[config.mk]
export PLATFORM = sky130hd
export DESIGN_NAME = boot_sequencer
export DESIGN_NICKNAME = d
export VERILOG_FILES = /design/src/rtl/boot_pkg.sv /design/src/rtl/byte_assembler.sv /design/src/rtl/boot_sequencer.sv
export SDC_FILE = /design/constraint.sdc
export NUM_CORES = 1
export LEC_CHECK = 0
export BUFFER_PORTS_ARGS = -buffer_cell sky130_fd_sc_hd__buf_2
export CAP_MARGIN = 15
export CORE_MARGIN = 5
export CORE_UTILIZATION = 40
export CTS_CLUSTER_DIAMETER = 30
export DETAILED_ROUTE_END_ITERATION = 10
export PLACE_DENSITY_LB_ADDON = 0.3
export SLEW_MARGIN = 15
export SYNTH_ARGS = -nofsm -noshare
export SYNTH_HDL_FRONTEND = slang
export SYNTH_SLANG_ARGS = --single-unit
export TNS_END_PERCENT = 50
[constraint.sdc]
create_clock -name clock -period 3.75 [get_ports clock]
set_input_delay 0.1875 -clock clock [delete_from_list [all_inputs] [get_ports clock]]
set_output_delay 0.1875 -clock clock [all_outputs]
set_load 0.01 [all_outputs]
[src/rtl/boot_pkg.sv]
// rtl/boot_pkg.sv - shared types and constants for the boot loader
package boot_pkg;

    typedef enum logic [2:0] {
        HDR,
        DATA,
        RELEASE,
        RUN,
        FAULT
    } boot_state_t;

    localparam int HDR_BYTES = 4;

    // Reserved for a future signed-image header; the loader does not check it yet.
    localparam logic [31:0] BOOT_MAGIC = 32'hB007_10AD;

endpackage

[src/rtl/byte_assembler.sv]
// rtl/byte_assembler.sv - packs four accepted bytes into one little-endian word
module byte_assembler
    import boot_pkg::*;
(
    input  logic        clock,
    input  logic        resetn,
    input  logic        clear,
    input  logic        valid,
    input  logic [7:0]  data,
    output logic [31:0] word,
    output logic        word_done
);

    logic [1:0]  count_q;
    logic [23:0] shift_q;

    always_ff @(posedge clock) begin
        if (!resetn || clear) begin
            count_q <= 2'd0;
            shift_q <= 24'd0;
        end else if (valid) begin
            count_q <= count_q + 2'd1;
            shift_q <= {data, shift_q[23:8]};
        end
    end

    // The completed word includes the byte being accepted this cycle.
    assign word      = {data, shift_q};
    assign word_done = valid && (count_q == 2'(HDR_BYTES - 1));

endmodule

[src/rtl/boot_sequencer.sv]
// rtl/boot_sequencer.sv - loads a boot image into RAM, then releases the CPU
module boot_sequencer
    import boot_pkg::*;
#(
    parameter int ADDR_W    = 30,
    parameter int MEM_WORDS = 4096
) (
    input  logic              clock,
    input  logic              reset,
    input  logic [7:0]        rx_data,
    input  logic              rx_valid,
    output logic              rx_ready,
    input  logic              load_req,
    output logic              cpu_reset,
    input  logic [ADDR_W-1:0] cpu_addr,
    input  logic [31:0]       cpu_data_w,
    input  logic [3:0]        cpu_mask_w,
    input  logic              cpu_write,
    output logic [31:0]       cpu_data_r,
    output logic [ADDR_W-1:0] mem_addr,
    output logic [31:0]       mem_data_w,
    output logic [3:0]        mem_mask_w,
    output logic              mem_write,
    input  logic [31:0]       mem_data_r,
    output logic              busy,
    output logic              fault,
    output logic [31:0]       words_loaded
);

    boot_state_t state_q, state_d;

    logic              accept;
    logic [31:0]       word;
    logic              word_done;
    logic [31:0]       count_q;
    logic [31:0]       words_loaded_q;
    logic [ADDR_W-1:0] ld_addr_q;
    logic [31:0]       ld_data_q;
    logic [3:0]        ld_mask_q;
    logic              ld_write_q;
    logic              run;

    assign rx_ready = reset && (state_q == HDR || state_q == DATA) && !load_req;
    assign accept   = rx_valid && rx_ready;

    byte_assembler u_byte_assembler (
        .clock     (clock),
        .resetn    (reset),
        .clear     (load_req),
        .valid     (accept),
        .data      (rx_data),
        .word      (word),
        .word_done (word_done)
    );

    always_ff @(posedge clock) begin
        if (!reset) begin
            state_q <= HDR;
        end else begin
            state_q <= state_d;
        end
    end

    always_comb begin
        state_d = state_q;
        if (load_req) begin
            state_d = HDR;
        end else begin
            case (state_q)
                HDR: begin
                    if (word_done) begin
                        if (word == 32'd0)                  state_d = RELEASE;
                        else if (word > 32'(MEM_WORDS))     state_d = FAULT;
                        else                                state_d = DATA;
                    end
                end
                // Leave once the write of the final word is on the bus.
                DATA:    if (ld_write_q && words_loaded_q == count_q) state_d = RELEASE;
                RELEASE: state_d = RUN;
                RUN:     state_d = RUN;
                FAULT:   state_d = FAULT;
                default: state_d = HDR;
            endcase
        end
    end

    always_ff @(posedge clock) begin
        if (!reset || load_req) begin
            count_q        <= 32'd0;
            words_loaded_q <= 32'd0;
            ld_addr_q      <= '0;
            ld_data_q      <= 32'd0;
            ld_mask_q      <= 4'd0;
            ld_write_q     <= 1'b0;
        end else begin
            ld_write_q <= 1'b0;
            ld_mask_q  <= 4'd0;
            if (state_q == HDR && word_done) begin
                count_q <= word;
            end
            if (state_q == DATA && word_done) begin
                ld_write_q     <= 1'b1;
                ld_mask_q      <= 4'b1111;
                ld_addr_q      <= ADDR_W'(words_loaded_q);
                ld_data_q      <= word;
                words_loaded_q <= words_loaded_q + 32'd1;
            end
        end
    end

    assign run          = (state_q == RUN);
    assign mem_addr     = run ? cpu_addr   : ld_addr_q;
    assign mem_data_w   = run ? cpu_data_w : ld_data_q;
    assign mem_mask_w   = run ? cpu_mask_w : ld_mask_q;
    assign mem_write    = run ? cpu_write  : ld_write_q;
    assign cpu_data_r   = mem_data_r;
    assign cpu_reset    = !run;
    assign busy         = !run;
    assign fault        = (state_q == FAULT);
    assign words_loaded = words_loaded_q;

endmodule

==> Word level (Yosys, flattened, before mapping) <==
Index checks and enable logic that the tools add are counted.
{ "word_totals": {"out_inout_bits": 135, "word_cells": 49, "register_bits": 160} }
{ "op_classes": {"bitwise_logic": 1, "order_cmp": 1, "n_eq_ne": 8, "n_addsub": 2, "mux": 11, "n_reduce_logical": 17} }
{ "ops": {"columns": ["cell", "count"], "rows": [
  ["32-bit by 1-bit adder with 32-bit output, second input constant", 1],
  ["32-bit == test", 1],
  ["32-bit by 13-bit > comparator with 1-bit output, second input constant", 1],
  ["32-bit zero test", 1],
  ["32-bit two-way mux", 1],
  ["30-bit two-way mux", 1],
  ["3-bit two-way mux", 4],
  ["3-bit case mux with 4 select lines", 1],
  ["4-bit two-way mux", 2],
  ["1-bit logical AND", 7],
  ["3-bit by 2-bit == test with 1-bit output, second input constant", 2],
  ["2-bit OR reduction", 2],
  ["3-bit by 1-bit == test with 1-bit output, second input constant", 1],
  ["3-bit == test, second input constant", 1],
  ["1-bit zero test", 3],
  ["3-bit zero test", 1],
  ["2-bit by 1-bit adder with 2-bit output, second input constant", 1],
  ["2-bit == test, second input constant", 1],
  ["1-bit logical OR", 2],
  ["1-bit two-way mux", 2],
  ["2-bit by 1-bit != test with 1-bit output, second input constant", 1],
  ["2-bit != test, second input constant", 1],
  ["2-bit AND reduction", 1],
  ["1-bit inverter", 1]
]} }

==> Depth between registers and ports, before layout <==
Gate-level depths: netlist (run 1).
{ "depth": {"ltp_word": 8, "depth_mapped": 8, "ltp_nobuf": 7} }

==> Cells and area by module <==
From an unflattened synthesis (run 1), not the netlist that was laid out.
{ "unflattened": {"hier_cells": 1013, "area_unflattened_um2": 7435.9} }
{ "by_module_without_submodules": {"columns": ["mod", "instances", "cells_per_inst", "area_per_inst_um2"], "rows": [
  ["boot_sequencer", 1, 918, 6388.6],
  ["byte_assembler", 1, 95, 1047.3]
]} }

==> Worst setup path before layout (run 1) <==
No wires, ideal clock.
{ "synth_path": {"path_type": "register to register", "startpoint": "register words_loaded_q[4], in the netlist words_loaded[4]", "endpoint": "register words_loaded_q[26], in the netlist words_loaded[26]", "period_less_slack_ps": 2072, "n_path_buf": 1, "setup_slack_ps": 1678, "t_arrival_ps": 2002, "path_stages_with_launch": 7, "t_required_ps": 3680, "cell_sequence": "dfxtp_1 buf_2 nand4_2 or3_4 or4_4 or3_1 a21oi_1"} }
{ "synth_via": {"elab_chain_cells": 1} }
{ "synth_rtl": {"columns": ["item", "line", "text"], "rows": [
  ["from (decl)", "boot_sequencer.sv:36", "logic [31:0] words_loaded_q;"],
  ["from (signal assigned)", "boot_sequencer.sv:106", "words_loaded_q <= words_loaded_q + 32'd1;"],
  ["32-bit by 1-bit adder with 32-bit output", "boot_sequencer.sv:106", null]
]} }
Every way passes these cells.
A chain may end at the register's enable or synchronous reset.

==> Worst setup path after layout (run 1) <==
{ "layout_path": {"startpoint": "register state_q[2]", "endpoint": "register words_loaded_q[22], in the netlist words_loaded[22]"} }
{ "layout_via": {"elab_chain_cells": 7} }
{ "layout_rtl": {"columns": ["item", "line", "text"], "rows": [
  ["from (decl)", "boot_sequencer.sv:30", "boot_state_t state_q, state_d;"],
  ["from (signal assigned)", "boot_sequencer.sv:60", "state_q <= state_d;"],
  ["3-bit by 1-bit == test with 1-bit output / 3-bit zero test (equally long branches)", "boot_sequencer.sv:43, boot_sequencer.sv:101", null],
  ["1-bit logical OR", "boot_sequencer.sv:43", "assign rx_ready = reset && (state_q == HDR || state_q == DATA) && !load_req;"],
  ["1-bit logical AND (2 in a row)", "boot_sequencer.sv:43", null],
  ["1-bit logical AND", "boot_sequencer.sv:44", "assign accept = rx_valid && rx_ready;"],
  ["1-bit logical AND", "byte_assembler.sv:29", "assign word_done = valid && (count_q == 2'(HDR_BYTES - 1));"],
  ["1-bit logical AND *", "boot_sequencer.sv:101", "if (state_q == DATA && word_done) begin"]
]} }
Mark *: on every way between the ends. The rest lies on a longest branch, timed or not.

==> results of run 1 <==
metal layers:
metal | global-route usage, % | vias to the layer above | part of all wire (%)
met5 | 0 | - | 0
met4 | 5.64 | 0 | 1.7
met3 | 4.08 | 26 | 5.7
met2 | 29.8 | 198 | 47
met1 | 23.8 | 3129 | 46
li1 | - | 3565 | -
kinds of logic after synthesis:
kind of cell,count (synthesis)
fa+ha+maj,2
xor+xnor,48
simple gates,550
flops,156
buf+inv,109
compound gates,167
worst max-delay path by stage:
stage | end | slack [ns]
after floorplan | words_loaded[26] | 1.68
after global placement | words_loaded[22] | 1.52
after detailed placement | words_loaded[22] | 1.44
after CTS | mem_mask_w[3] | 1.21
after global routing | words_loaded[20] | 1.23
final | words_loaded[22] | 1.40
registers in the layout, summed over array words and instances, names as in the netlist:
register,count
count_q,32
ld_data_q,32
words_loaded,32
ld_addr_q,30
u_byte_assembler.shift_q,24
state_q,3
u_byte_assembler.count_q,2
ld_mask_q,1
critical path, stage by stage (launching register included):
cell and delay, ns:
dfxtp_1 0.38, nor4b_4 0.55, nand4_1 0.26, or4_4 0.60, or3_1 0.33, a21oi_1 0.14
cell type report:
cell class	instances	area, um^2
sequential	156	3120
clock inverter	8	140
fill	1837	9240
timing repair buffer	192	1020
inverter	10	37.5
clock buffer	22	474
tap	229	287
multi-input combinational	767	3710
synthesized netlist by cell type (all sizes together) (6+ instances only):
cell / instances
a21o: 7
a21oi: 115
and2: 7
and3: 6
buf: 45
clkbuf: 54
dfxtp: 156
inv: 9
nand2: 435
nand3: 16
nand4: 20
nor2: 19
nor3: 8
nor4: 14
o21ai: 38
or3: 12
xnor2: 38
xor2: 10
stage by stage:
step	total power [uW]	hold slack [ns]
final	3560	0.0242
after detailed placement	1800	0.375
after floorplan	1780	0.296
after CTS	3590	0.0136
after global routing	3670	0.0401
after global placement	1800	0.375
power by group through the flow:
stage / clock network (uW) / registers [uW] / logic, uW
final: 1800 / 1670 / 93.7
after global routing: 1900 / 1670 / 103
after CTS: 1820 / 1670 / 94.1
after detailed placement: 0 / 1710 / 93.8
after global placement: 0 / 1710 / 93.5
after floorplan: 0 / 1700 / 73.3
==> impl_results.md, run 1 <==
- Placed cell area: around 8100 um^2
- CTS buffer count: 17
- Clock Sink Count: between 150 and 200
- Fin cells: 1384
- Post-route clock period utilization: 62.8%
- CTS Buffer Depth: 2
- Largest net degree at the start of global routing: just under 90
- Post-route ant nets: 0
- Synth Area per Inst: 7.12 um^2
- Register bit total from synthesis: 156
- # IOs: 246
- Clock latency on the worst-skew pair: 0.42 ns
- Comb pwr share: 2.6%
- WHS Endpoint: u_byte_assembler.shift_q[19]
- Final Skew: ~0.0085 ns
- H-tree depth: 4
- Type of the tightest min-delay check: primary input to flip-flop
- Die span in x: 146 um
- Setup slack, reg-to-reg: 1.40 ns
- Post-Synth Simple-Gate Area: 32.1%
- Clock power frac: 50.5%
- Final Instance Area: 8790 um^2
- Most frequent cells in the layout: 435 x nand2_1, 181 x buf_2, 156 x dfxtp_1, 115 x a21oi_1
- Layout cells sized above 1: 20.4%
- Setup crit end kind: flip-flop
- Top_reg_cell synth: dfxtp_1
- Leading area contributor after synthesis: dfxtp_1
- Compound-Gate Fraction of Synth Area: 12.0%
- Switching share of power: about a fifth
- Post-CTS setup buffer count: 0
- Die height: 146 um
- Crit path arrival time: around 2.7 ns
- First-pass GRT wire length: 32.4 mm
- Data required time of the worst path: 4.08 ns
- Final global-route overflow total: 0
- Achievable frequency: roughly 420 MHz
- Vias in the first global route: 6283
- Average wire per standard cell: 14.3 um
- Drt total wl: 19.8 mm
- Leakage Power: around 0.0037 uW
- Adder-Cell Fraction of Synth Area: 0.341%
- Final min period: 2.35 ns
- Clock root buffer: clkbuf_16
- Reg2Reg Depth: 5
- P&R area growth vs syn: 19.7%
- Synth top area share: 42.5%
- Iter 0 DRT Violations: 429
- Post-layout net count: 1257
- TritonRoute pass-1 iters: 6
- Setup crit start kind: flip-flop
- Number of inserted diodes: 0
- Fraction of synthesized area in multiplexers: 0%
- Top post-synthesis cells by area: dfxtp_1 43%, nand2_1 22%, a21oi_1 7.8%
- Critical path fanouts, max: 7
- Post-cts resize count: 0
- Synth Area in XOR/XNOR: 5.72%
- Max-cap viol count: 0
- DR vias/cell: 5.00
- CTS tree: built
- HPWL after DPL: between 10 and 15 mm
- Site Rows: 49
- YS warnings: 0
- Largest family of logic cells by synthesized area: simple AND/OR/NAND/NOR gates
- R2R Path Start: state_q[2]
- Hold Startpoint: rx_data[3]
- Pint: 2860 uW
- Outcome: complete, no violations
- Layout Utilization: 48.8%
- Max_slew headroom: around a third
- Mapped Cells: 1032
- Worst Tran Pin Value: 0.971 ns
- WS Path Type: flip-flop to flip-flop
- Post-Syn Area: between 7000 and 8000 um^2
- Clock slew at reported path FFs: 0.06 ns
- Drc violations: 0
- Sequential area share after synthesis: 42.5%
- Final Max Tran Viols: 0
- Final setup margin: 1.40 ns
- Initial Util: 40.7%
- Number of hold violations in the final report: 0
- Crit. Startpoint: state_q[2]
- Syn nets: approximately 1100
- Inst Count DP: around 1400
- Pre-CTS WS: 1.44 ns
- Yosys cell types: 37
- Antenna violations before repair: 0
- Sequential share of power: 46.9%
- R2R Path End: words_loaded[22]
- Die area: 21200 um^2
- Total negative setup slack: 0 ns
- Most common cell after layout, fill and taps aside: nand2_1
- GPL Wtd Cong: 0.866
- Async S/R FF share, synth: 0%
- Via count: between 6000 and 7000
- Hold Buf Count CTS: 0
- Buffers on Ports: 181
- Number of synthesized flops with an enable pin: 0
- Worst IR drop on VDD: 324 uV
- RSZ-0062 raised after global routing: false
- Switching power: 709 uW
- Final setup fails: 0
- GRT Overall Usage: a little under a fifth
- Core area: roughly 18000 um^2
- WHS Path Cells: 3
- Power per cell area: 406 nW/um^2
No activity file was read; power rests on OpenSTA's default activity.
==> inputs of run 2 (changes only) <==
- clock period: 3.75 -> 1.9 ns (I/O delays scaled with it)
==> impl_results.md, run 2 (synthesis results as in run 1) <==
- WHS Path Cells: 4
- Worst IR drop on VDD: ~620 uV
- WS Path Type: flip-flop to flip-flop
- Buffers on Ports: 181
- Most common cell after layout, fill and taps aside: nand2_1
- FF+latch area: 3140 um^2
- Switching power: 1500 uW
- Layout cells sized above 1: 28.7%
- Final setup margin: -0.0991 ns
- Drt total wl: about 24 mm
- GRT Overall Usage: 20.0%
- Final global-route overflow total: 0
- Max incr delay on CP: 0.59 ns
- Data required time of the worst path: 2.26 ns
- Reg2Reg Depth: 5
- Switching share of power: 21.5%
- Final min period: 2.00 ns
- Crit path max-delay family: simple AND/OR/NAND/NOR gates
- Number of inserted diodes: 0
- HPWL after DPL: 15.4 mm
- Antenna violations before repair: 0
- Crit path arrival time: 2.36 ns
- Final Max Tran Viols: 0
- Vias in the first global route: 6933
- Leakage Power: 0.00425 uW
- Achievable frequency: 500 MHz
- Average wire per standard cell: 16.0 um
- # IOs: 246
- Power per cell area: 708 nW/um^2
- GR Util met3: 4.95%
- Post-route clock period utilization: 105%
- Critical Path End: words_loaded[20]
- Most frequent cells in the layout: 426 x nand2_1, 180 x buf_2, 146 x dfxtp_1, 112 x a21oi_1, 65 x buf_4
- Max_slew headroom: about 70%
- Via count: 7376
- Core area: between 15000 and 20000 um^2
- Die height: ~150 um
- Post-layout net count: 1340
- Layout Utilization: 54.7%
- Die span in x: ~150 um
- Stages on worst setup path: 5
- Setup slack, reg-to-reg: -0.1 ns
- Comb pwr share: 3.3%
- CTS tree: built
- R2R Path Start: state_q[1]
- Crit-path cells: nor4b_4 -> nand4_1 -> or4_4 -> or3_4 -> a21oi_2
- Final Skew: 0.00734 ns
- Final setup fails: 73
- Setup crit start kind: flip-flop
- Largest net degree at the start of global routing: 75
- Multi-input gate area: 3870 um^2
- CP max stage cell: or4_4
- Clock root buffer: clkbuf_16
- TritonRoute pass-1 iters: 5
- Drc violations: 0
- CTS buffer count: 17
- Number of hold violations in the final report: 0
- Crit path buf inv count: 0
- Outcome: finished with violations
- Type of the tightest min-delay check: primary input to flip-flop
- Post-route ant nets: 0
- Clock slew at reported path FFs: 0.06 ns
- Die area: between 20000 and 25000 um^2
- Crit. Startpoint: state_q[1]
- Initial Util: 40.7%
- GPL Wtd Cong: 0.830
- Clock Sink Count: 156
- First-pass GRT wire length: ~36 mm
- Pint: 5470 uW
- H-tree depth: 4
- Pre-CTS WS: -0.0504 ns
- RSZ-0062 raised after global routing: true
- CTS Buffer Depth: 2
- Met1 usage: 26.0%
- Sequential share of power: a little under half
- Clock power frac: 49.5%
- Iter 0 DRT Violations: 592
- Failing checks: negative setup slack
- Clock latency on the worst-skew pair: between 0.4 and 0.5 ns
- DR vias/cell: 5.02
- R2R Path End: words_loaded[20]
- Max-cap viol count: 0
- P&R area growth vs syn: 34.2%
- Top Usage Layer GRT: met2
- Worst Tran Pin Value: 0.469 ns
- Setup crit end kind: flip-flop
- Critical path fanouts, max: 5
- Site Rows: 49
- # fillers: 1708
- Met2 GRT Util: about 33%
==> run 2: cell count changes in the layout (fill, tap and decap cells not counted), sizes merged <==
cell and change:
bufinv -1, inv +1, dlygate4sd3 +7, clkbuf +6
clkinvlp +4, clkinv -1, buf +68
==> run 2: per-layer routing <==
| metal | vias up | wire [um] |
|---|---|---|
| li1 | 3732 | - |
| met4 | 0 | 288 |
| met2 | 210 | 11400 |
| met3 | 22 | 1340 |
| met5 | - | 0 |
| met1 | 3412 | 10500 |
==> run 2: metrics by stage <==
stage | instance area [um^2] | total power, uW | instances | hold WS (ns) | setup TNS, ns
3_5_place_dp | 8670 | 3580 | 1413 | 0.190 | -0.424
3_3_place_gp | 8670 | 3580 | 1413 | 0.190 | -0.00687
4_1_cts | 9360 | 7010 | 1452 | 0.0830 | -0.177
2_1_floorplan | 7400 | 3510 | 1032 | 0.204 | -0.411
5_1_grt | 9850 | 7200 | 1468 | 0.0981 | -11.02
6_report | 9850 | 6970 | 1468 | 0.0876 | -3.02
==> run 2: timing repair <==
item                       CTS  global route
resized for setup           10            53
pin swaps                    8            26
gates cloned                 0             9
hold endpoints to repair    21             0
setup endpoints to repair   16           147
hold buffers                 7             0
buffers inserted             1             7
==> run 2: how the worst min path moves through the flow <==
stage	start	slack (ns)	endpoint
3_3_place_gp	mem_data_r[15]	0.19	cpu_data_r[15]
4_1_cts	rx_data[7]	0.08	u_byte_assembler.shift_q[23]
3_5_place_dp	mem_data_r[15]	0.19	cpu_data_r[15]
6_report	rx_data[7]	0.09	u_byte_assembler.shift_q[23]
2_1_floorplan	rx_data[0]	0.20	u_byte_assembler.shift_q[16]
5_1_grt	rx_data[7]	0.1	u_byte_assembler.shift_q[23]
==> run 2: worst register-to-register path: cells and delay by family (launching register included) <==
kind | cells | cell delay (ns)
flops | 1 | 0.33
simple gates | 4 | 1.47
compound gates | 1 | 0.12
==> run 2: area by class of cell <==
type | instances | area share (%)
multi-input cells | 767 | 39.3
repair buffers | 275 | 19.5
clock inverters | 11 | 1.46
flip-flops and latches | 156 | 31.8
well taps | 229 | 2.91
clock buffers | 20 | 4.53
inverters | 10 | 0.432
==> run 2: power by group through the flow <==
stage	clock [uW]	combinational, uW	sequential [uW]
after floorplan	0	145	3360
after global placement	0	210	3370
after detailed placement	0	211	3370
after CTS	3490	224	3290
after global routing	3660	252	3290
final	3450	231	3290
